`src/rtl/gp_wb_arbiter.sv`:
```
// gp_wb_arbiter
//   Shares the single GP register-file write port between the in-order
//   writeback (WB) stage and N_REQ long-latency side units.
//   - The WB stage always owns the port when it writes.
//   - Side requests are granted round-robin into a small in-order FIFO.
//   - The FIFO drains one entry on each cycle that WB is idle.
//   - A later WB write to the same register kills the queued entry, so
//     the stale side value is dropped when it reaches the head.
//   - A probe output tells the hazard unit whether a live queued entry
//     targets a given register.
//
// Ports
//   iw_clk, iw_rst          clock; asynchronous active-high reset
//   iw_wb_we/addr/data      WB stage write request (highest priority)
//   iw_req_valid/addr/data  packed side requests; requester i uses slice i
//   ow_req_ready            one-hot grant; a request is accepted on valid & ready
//   ow_gp_write_*           register-file write port
//   iw_probe_addr           hazard query address
//   ow_probe_hit            a live queued entry targets iw_probe_addr
//   ow_fifo_count           occupied entries, both live and killed
//   ow_fifo_full            FIFO holds FIFO_DEPTH entries
module gp_wb_arbiter #(
  parameter int N_REQ       = 2,
  parameter int FIFO_DEPTH  = 4,
  parameter int HBIT_TGT_GP = 4,
  parameter int HBIT_DATA   = 31
) (
  input  logic                                iw_clk,
  input  logic                                iw_rst,
  input  logic                                iw_wb_we,
  input  logic [HBIT_TGT_GP:0]                iw_wb_addr,
  input  logic [HBIT_DATA:0]                  iw_wb_data,
  input  logic [N_REQ-1:0]                    iw_req_valid,
  input  logic [N_REQ*(HBIT_TGT_GP+1)-1:0]    iw_req_addr,
  input  logic [N_REQ*(HBIT_DATA+1)-1:0]      iw_req_data,
  output logic [N_REQ-1:0]                    ow_req_ready,
  output logic                                ow_gp_write_enable,
  output logic [HBIT_TGT_GP:0]                ow_gp_write_addr,
  output logic [HBIT_DATA:0]                  ow_gp_write_data,
  input  logic [HBIT_TGT_GP:0]                iw_probe_addr,
  output logic                                ow_probe_hit,
  output logic [$clog2(FIFO_DEPTH):0]         ow_fifo_count,
  output logic                                ow_fifo_full
);

  localparam int AW    = HBIT_TGT_GP + 1;
  localparam int DW    = HBIT_DATA + 1;
  localparam int PTR_W = $clog2(FIFO_DEPTH);
  localparam int CNT_W = PTR_W + 1;
  localparam int RR_W  = (N_REQ > 1) ? $clog2(N_REQ) : 1;

  logic [AW-1:0]         entAddr_q [FIFO_DEPTH];
  logic [DW-1:0]         entData_q [FIFO_DEPTH];
  logic [FIFO_DEPTH-1:0] live_q, live_d;
  logic [PTR_W-1:0]      head_q, head_d;
  logic [PTR_W-1:0]      tail_q, tail_d;
  logic [CNT_W-1:0]      count_q, count_d;
  logic [RR_W-1:0]       rr_q, rr_d;

  logic          full;
  logic          empty;
  logic          pop;
  logic          accept;
  logic          grantFound;
  logic [RR_W-1:0] grantIdx;
  logic [AW-1:0] grantAddr;
  logic [DW-1:0] grantData;

  assign full  = (count_q == CNT_W'(FIFO_DEPTH));
  assign empty = (count_q == '0);
  // WB owns the port, so the FIFO only drains on WB-idle cycles.
  assign pop   = !iw_wb_we && !empty && !iw_rst;
  // Ready comes only from the registered count; a same-cycle pop does not
  // free a slot, which keeps iw_wb_we out of the ready path.
  assign accept = grantFound && !full && !iw_rst;

  assign ow_fifo_count = count_q;
  assign ow_fifo_full  = full;

  // Round-robin search: first pass covers requesters at or above the
  // pointer, second pass wraps around to those below it.
  always_comb begin
    grantFound = 1'b0;
    grantIdx   = '0;
    grantAddr  = '0;
    grantData  = '0;
    for (int i = 0; i < N_REQ; i++) begin
      if (!grantFound && iw_req_valid[i] && (RR_W'(i) >= rr_q)) begin
        grantFound = 1'b1;
        grantIdx   = RR_W'(i);
        grantAddr  = iw_req_addr[i*AW +: AW];
        grantData  = iw_req_data[i*DW +: DW];
      end
    end
    for (int i = 0; i < N_REQ; i++) begin
      if (!grantFound && iw_req_valid[i] && (RR_W'(i) < rr_q)) begin
        grantFound = 1'b1;
        grantIdx   = RR_W'(i);
        grantAddr  = iw_req_addr[i*AW +: AW];
        grantData  = iw_req_data[i*DW +: DW];
      end
    end
  end

  assign ow_req_ready = accept ? (N_REQ'(1) << grantIdx) : '0;

  // Write-port mux. A killed head still pops but drives enable low.
  always_comb begin
    ow_gp_write_enable = 1'b0;
    ow_gp_write_addr   = '0;
    ow_gp_write_data   = '0;
    if (!iw_rst) begin
      if (iw_wb_we) begin
        ow_gp_write_enable = 1'b1;
        ow_gp_write_addr   = iw_wb_addr;
        ow_gp_write_data   = iw_wb_data;
      end else if (!empty) begin
        ow_gp_write_enable = live_q[head_q];
        ow_gp_write_addr   = entAddr_q[head_q];
        ow_gp_write_data   = entData_q[head_q];
      end
    end
  end

  // Free slots always have live=0 (cleared on pop and reset), so no
  // occupancy mask is needed here.
  always_comb begin
    ow_probe_hit = 1'b0;
    for (int j = 0; j < FIFO_DEPTH; j++) begin
      if (live_q[j] && (entAddr_q[j] == iw_probe_addr)) ow_probe_hit = 1'b1;
    end
  end

  // Next-state logic: kill, pop, enqueue, count and round-robin pointer.
  always_comb begin
    live_d  = live_q;
    head_d  = head_q;
    tail_d  = tail_q;
    count_d = count_q;
    rr_d    = rr_q;
    if (iw_wb_we) begin
      for (int j = 0; j < FIFO_DEPTH; j++) begin
        if (entAddr_q[j] == iw_wb_addr) live_d[j] = 1'b0;
      end
    end
    if (pop) begin
      live_d[head_q] = 1'b0;
      head_d         = head_q + PTR_W'(1);
    end
    if (accept) begin
      // A same-cycle WB write to the same register is younger than this entry.
      live_d[tail_q] = !(iw_wb_we && (grantAddr == iw_wb_addr));
      tail_d         = tail_q + PTR_W'(1);
      rr_d           = (grantIdx == RR_W'(N_REQ - 1)) ? '0 : grantIdx + RR_W'(1);
    end
    case ({accept, pop})
      2'b10:   count_d = count_q + CNT_W'(1);
      2'b01:   count_d = count_q - CNT_W'(1);
      default: count_d = count_q;
    endcase
  end

  // State registers and FIFO storage.
  always_ff @(posedge iw_clk or posedge iw_rst) begin
    if (iw_rst) begin
      live_q  <= '0;
      head_q  <= '0;
      tail_q  <= '0;
      count_q <= '0;
      rr_q    <= '0;
      for (int j = 0; j < FIFO_DEPTH; j++) begin
        entAddr_q[j] <= '0;
        entData_q[j] <= '0;
      end
    end else begin
      live_q  <= live_d;
      head_q  <= head_d;
      tail_q  <= tail_d;
      count_q <= count_d;
      rr_q    <= rr_d;
      if (accept) begin
        entAddr_q[tail_q] <= grantAddr;
        entData_q[tail_q] <= grantData;
      end
    end
  end

`ifndef SYNTHESIS
  logic [N_REQ-1:0]    stallPrev_q;
  logic [N_REQ*AW-1:0] addrPrev_q;
  logic [N_REQ*DW-1:0] dataPrev_q;

  // Remember which requesters were left waiting, to check they hold still.
  always_ff @(posedge iw_clk or posedge iw_rst) begin
    if (iw_rst) begin
      stallPrev_q <= '0;
      addrPrev_q  <= '0;
      dataPrev_q  <= '0;
    end else begin
      stallPrev_q <= iw_req_valid & ~ow_req_ready;
      addrPrev_q  <= iw_req_addr;
      dataPrev_q  <= iw_req_data;
    end
  end

  // Requester stability check plus accept/kill trace messages.
  always @(posedge iw_clk) begin
    if (!iw_rst) begin
      for (int i = 0; i < N_REQ; i++) begin
        if (stallPrev_q[i] && iw_req_valid[i]) begin
          assert ((iw_req_addr[i*AW +: AW] == addrPrev_q[i*AW +: AW]) &&
                  (iw_req_data[i*DW +: DW] == dataPrev_q[i*DW +: DW]))
          else $error("gp_wb_arbiter: requester %0d changed addr/data while waiting", i);
        end
      end
      if (accept)
        $display("gp_wb_arbiter: accept req %0d addr %0h data %0h", grantIdx, grantAddr, grantData);
      if (iw_wb_we) begin
        for (int j = 0; j < FIFO_DEPTH; j++) begin
          if (live_q[j] && (entAddr_q[j] == iw_wb_addr))
            $display("gp_wb_arbiter: kill slot %0d addr %0h", j, entAddr_q[j]);
        end
      end
    end
  end
`endif

endmodule

```
`config.mk`:
```
export PLATFORM = sky130hd
export DESIGN_NAME = gp_wb_arbiter
export DESIGN_NICKNAME = d
export VERILOG_FILES = /design/src/rtl/gp_wb_arbiter.sv
export SDC_FILE = /design/constraint.sdc
export NUM_CORES = 1
export LEC_CHECK = 0
export ABC_AREA = 1
export BUFFER_PORTS_ARGS = -buffer_cell sky130_fd_sc_hd__buf_2
export CAP_MARGIN = 40
export CELL_PAD_IN_SITES_DETAIL_PLACEMENT = 1
export CELL_PAD_IN_SITES_GLOBAL_PLACEMENT = 1
export CORE_MARGIN = 4
export CORE_UTILIZATION = 38
export CTS_BUF_LIST = sky130_fd_sc_hd__clkbuf_4
export DETAILED_ROUTE_END_ITERATION = 6
export HOLD_SLACK_MARGIN = 0.08
export PLACE_DENSITY_LB_ADDON = 0.3
export SLEW_MARGIN = 20
export SYNTH_ARGS = -nofsm -noshare
export SYNTH_HDL_FRONTEND = slang
export SYNTH_SLANG_ARGS = --single-unit
```
`constraint.sdc`:
```
create_clock -name iw_clk -period 8.5 [get_ports iw_clk]
set_input_delay 1.7 -clock iw_clk [delete_from_list [all_inputs] [get_ports iw_clk]]
set_output_delay 1.7 -clock iw_clk [all_outputs]
set_load 0.02 [all_outputs]
```
Word-level counts from Yosys, hierarchy flattened:

Cells that the tools add are included.

* order comparisons: 11
* bitwise operators: 4
* div/mod/pow operators: 0
* shifts and indexed selects: 1
* muxes and demuxes: 57
* $add $sub $neg: 5
* reductions and logical operators: 29
* eq/ne operators: 12
* $mul: 0

Operator list (number)
* $mux W32: 10
* $bwmux W128: 1
* $bmux W32 S2: 1
* $demux W32 S2: 1
* $mux W5: 10
* $eq A5 B5 Y1: 9
* $mux W1: 22
* $bwmux W20: 1
* $logic_and A1 B1 Y1: 19
* $mux W4: 3
* $bmux W5 S2: 1
* $demux W5 S2: 1
* $logic_not A1 Y1: 8
* $ge A3 B3 Y1 const B: 2
* $lt A2 B3 Y1 const B: 2
* $not A2 Y3: 2
* $pmux W3 S2: 1
* $add A2 B1 Y2 const B: 2
* $and A4 B4 Y4: 1
* $bwmux W4: 1
* $demux W1 S2: 2
* $ge A2 B1 Y1 const B: 2
* $not A4 Y4: 1
* $add A3 B1 Y3 const B: 1
* 13 further kinds: 15

* word-level logic and storage cells: 132
* memories kept: 0
* bits of input ports: 121
* bits in registers: 160
* latch bits: 0
* output and inout port bits: 45
* ROM bits: 0
* RAM bits: 0

Longest topological paths before layout:

* depth after elaboration: 20
* gate-level depth with buffers: 12
* depth with buffers taken out: 10

Worst setup path after synthesis:

No wires, ideal clock.

* path kind: input-to-output
* from: input iw_rst
* to: output ow_gp_write_data[10]
* arrival: 7.262 ns
* setup slack: -0.462 ns
* cell stages on the path: 4
* data required time: 6.800 ns
* cell sequence: inv_2 > clkbuf_1 > nand3_1 > nand2_1

* word-level cells in the longest chain between the ends: 1

RTL lines
* start: declaration: line 29 `input logic iw_rst,`
* $mux W32: line 112 `if (!iw_rst) begin`
* end: declaration: line 39 `output logic [HBIT_DATA:0] ow_gp_write_data,`

No other way between the ends.

Worst setup path after layout:

* from: input iw_rst
* to: output ow_gp_write_addr[4]

* word-level cells in the longest chain between the ends: 1

RTL lines
* $mux W5: line 112
* end: declaration: line 38 `output logic [HBIT_TGT_GP:0] ow_gp_write_addr,`

No other way between the ends.

==> results by group <==
STA
  – Minimum clock period: ~5.2 ns
  – Crit share post-route: 61.4%
  – Final setup skew: ~0.026 ns
  – Slew HR: between 50% and 60%
  – Post-route setup TNS: 0 ns
  – Final Hold Vio Count: 0
  – Slew Limit Fails: 0
  – Unrepaired setup endpoints after global routing: false
  – FMAX: between 0.15 and 0.2 GHz
  – Hold Slack: 0.492 ns
  – Final setup viols: 0
  – Least-Margin Pin Slew: 0.683 ns

Setup path
  – Endpoint class of the critical path: primary output
  – Worst endpoint data arrival time: roughly 3.5 ns
  – Worst EP required: 6.80 ns
  – Worst setup SP type: input port
  – Critical path peak fanout: a little over 80
  – R2r setup slk: approximately 5.7 ns
  – CP Launch Point: iw_rst
  – Critical path class: input port to primary output
  – Worst R2R End: entData_q[19]$_DFFE_PP0P_
  – R2R depth: 8
  – R2R Path Start: ow_fifo_count[0]$_DFFE_PP0P_

Power
  – VDD IR max: around 0.14 mV
  – Sw Pwr: 1500 µW
  – P_int: between 1500 and 2000 µW
  – Power per Cell Area: around 320 nW/µm²
  – Pleak: 0.00513 µW
  – Switching Fraction: a little under half
  – Clk pwr share: around 14%
  – Sequential share of power: between 30% and 40%
  – Comb power frac: a little under half

Routing
  – Drt first pass iters: 5
  – Iteration-0 DRC Markers: between 400 and 500
  – Via count: a little under 9,000
  – WL final: 29,800 µm
  – ANT nets after route: 0
  – Per-cell routed wire length: approximately 19 µm
  – # DRC: 0
  – Via/cell ratio: roughly 5.4

Synth
  – Mean Syn Cell Area: approximately 7.4 µm²
  – Syn nets: roughly 1,300
  – Async SR Flop Fraction: between 90% and 100%
  – Largest family of logic cells by synthesized area: simple AND/OR/NAND/NOR gates
  – Synthesized area: 8760 µm²
  – Largest cells by area after synthesis: dfrtp_1, nand2_1, o21ai_0
  – Synth cell count leaders: nand2_1, dfrtp_1, o21ai_0
  – Count leader, synth: nand2_1
  – Yosys reg bits: between 150 and 200
  – Synth Area in Adders: 1.51%
  – Post-synth EDFFs: 0
  – Yosys synthesis warning count: 0
  – XOR/XNOR share of the synthesized area: 0.500%
  – Top_reg_cell synth: dfrtp_1
  – Synth Area in Compound Gates: a little under a fifth
  – Seq/Total Area, Yosys: a little under half
  – Count of cell types in the netlist: 28
  – Area leader, netlist: dfrtp_1
  – Share of the synthesized area in the top cell type: between 40% and 50%
  – Mapped Cells: 1,185
  – Simple logic cell fraction of the synthesized area: between 20% and 30%
  – Mux cell area share after synthesis: 0%

Global route
  – Gr usage total: 23.2%
  – First-pass GRT wire length: ~48,000 µm
  – Antenna violations before repair: 2
  – Grt ovf: 0
  – Largest net degree at the start of global routing: approximately 120
  – Number of global-route vias before repair: roughly 9,000

Floorplan
  – Rows: 55
  – DIE WIDTH: approximately 160 µm
  – Initial Utilization: around two fifths
  – Die Ht: roughly 160 µm
  – Number of top-level pins: roughly 170
  – Core area: around 23,000 µm²
  – Total Die Area: ~26,000 µm²

CTS
  – Post-CTS Setup Inserts: 0
  – CTS tree: built
  – Bufs on Longest Clock Path: 2
  – Cts repair resizes: 0
  – Number of buffers created by CTS: 17
  – CTS Sinks: 160
  – H-tree level count: 4
  – Clock root buffer: clkbuf_4
  – CTS clk-pin slew, worst paths: between 0.1 and 0.15 ns
  – Later-pin clock latency in the skew report: roughly 0.57 ns
  – Hold_buf cts: 0

Flow run
  – Max Cap Violations: 0

Hold path
  – Hold Path Cell Cnt: 2
  – Min-delay worst type: flip-flop to flip-flop
  – Endpoint with the worst hold slack: entData_q[105]$_DFFE_PP0P_
  – Startpoint of the lowest-slack hold path: entData_q[105]$_DFFE_PP0P_

Placement
  – Hpwl dp: around 20,000 µm
  – Placer congestion estimate: around 0.84
  – IO Port Bufs: roughly 170

Final layout
  – Area Growth Syn to Fin: 15.7%
  – Fin nets: approximately 1,400
  – Share of cells above drive strength 1: approximately 17%
  – Fill cells: around 2,900

Run status
  – Outcome: finished, final reports clean
## power groups by stage
| stage | registers, µW | clock network, µW | logic (µW) |
|---|---|---|---|
| 5_1_grt | 1350 | 493 | 1730 |
| 4_1_cts | 1310 | 462 | 1530 |
| 3_3_place_gp | 1310 | 0 | 1460 |
| 6_report | 1310 | 451 | 1520 |
| 3_5_place_dp | 1320 | 0 | 1520 |
| 2_1_floorplan | 1270 | 0 | 1050 |
## sequential cells by signal, summed over array words and instances (netlist names)
name and count:
ow_fifo_count 3, rr_q 1, live_q 4, entData_q 128, entAddr_q 20, tail_q 2, head_q 2
## through the flow
stage	total power (µW)	worst slack (ns)	util (%)	instances	cell area, µm²
2_1_floorplan	2320	2.24	-	1185	8760
3_3_place_gp	2770	3.31	43.0	1569	9730
3_5_place_dp	2850	3.21	43.5	1574	9840
4_1_cts	3300	3.21	44.6	1604	10100
5_1_grt	3570	3.09	44.7	1606	10100
6_report	3280	3.28	44.7	1606	10100
## cell families after synthesis
| logic type | Yosys count |
|---|---|
| simple gates | 562 |
| compound gates | 274 |
| buf+inv | 174 |
| flops | 160 |
| fa+ha+maj | 10 |
| xor+xnor | 5 |
## layout make-up
type | instances | area [µm²] | share of cell area, %
multi-input combinational | 851 | 4080 | 40.3
sequential | 160 | 4010 | 39.5
timing repair buffer | 181 | 1060 | 10.4
inverter | 98 | 375 | 3.71
tap | 285 | 357 | 3.52
clock buffer | 18 | 135 | 1.33
clock inverter | 12 | 120 | 1.19
antenna | 1 | 2.50 | 0.0247
## worst max-delay path by stage
stage / cells after the start / endpoint / slack [ns]
after CTS: 8 / ow_gp_write_addr[4] / 3.21
after global routing: 8 / ow_gp_write_addr[4] / 3.09
after detailed placement: 8 / ow_gp_write_addr[4] / 3.21
final: 8 / ow_gp_write_addr[4] / 3.28
after global placement: 8 / ow_gp_write_addr[3] / 3.31
after floorplan: 4 / ow_gp_write_data[10] / 2.24
## layout by cell type, fill, tap and decap left out, types with 5 or more instances in the layout
cell / instances
a21oi_1: 65
a32o_1: 32
buf_2: 165
buf_4: 9
clkbuf_4: 18
dfrtp_1: 159
ha_1: 9
inv_1: 90
inv_2: 5
nand2_1: 421
nand3_1: 101
nor2_1: 24
nor3_1: 6
o211ai_1: 15
o21ai_0: 135
o22ai_1: 21
o31ai_1: 5
## critical path, cell delays in order
cell and delay [ns]:
buf_2 0.15, inv_8 0.40, nand2_1 0.18, nor2_4 0.11, buf_4 0.47, nand3_1 0.13, o21ai_0 0.12, buf_2 0.20
## routing by layer
| layer | global-route usage (%) | vias up | share of wire (%) |
|---|---|---|---|
| met4 | 6.14 | 2 | 1.7 |
| met3 | 2.97 | 36 | 3.9 |
| met5 | 0 | - | 0.044 |
| met1 | 30.3 | 4270 | 45 |
| li1 | - | 4161 | - |
| met2 | 40.9 | 179 | 50 |
Note: power is estimated with default switching activity, not from simulation.
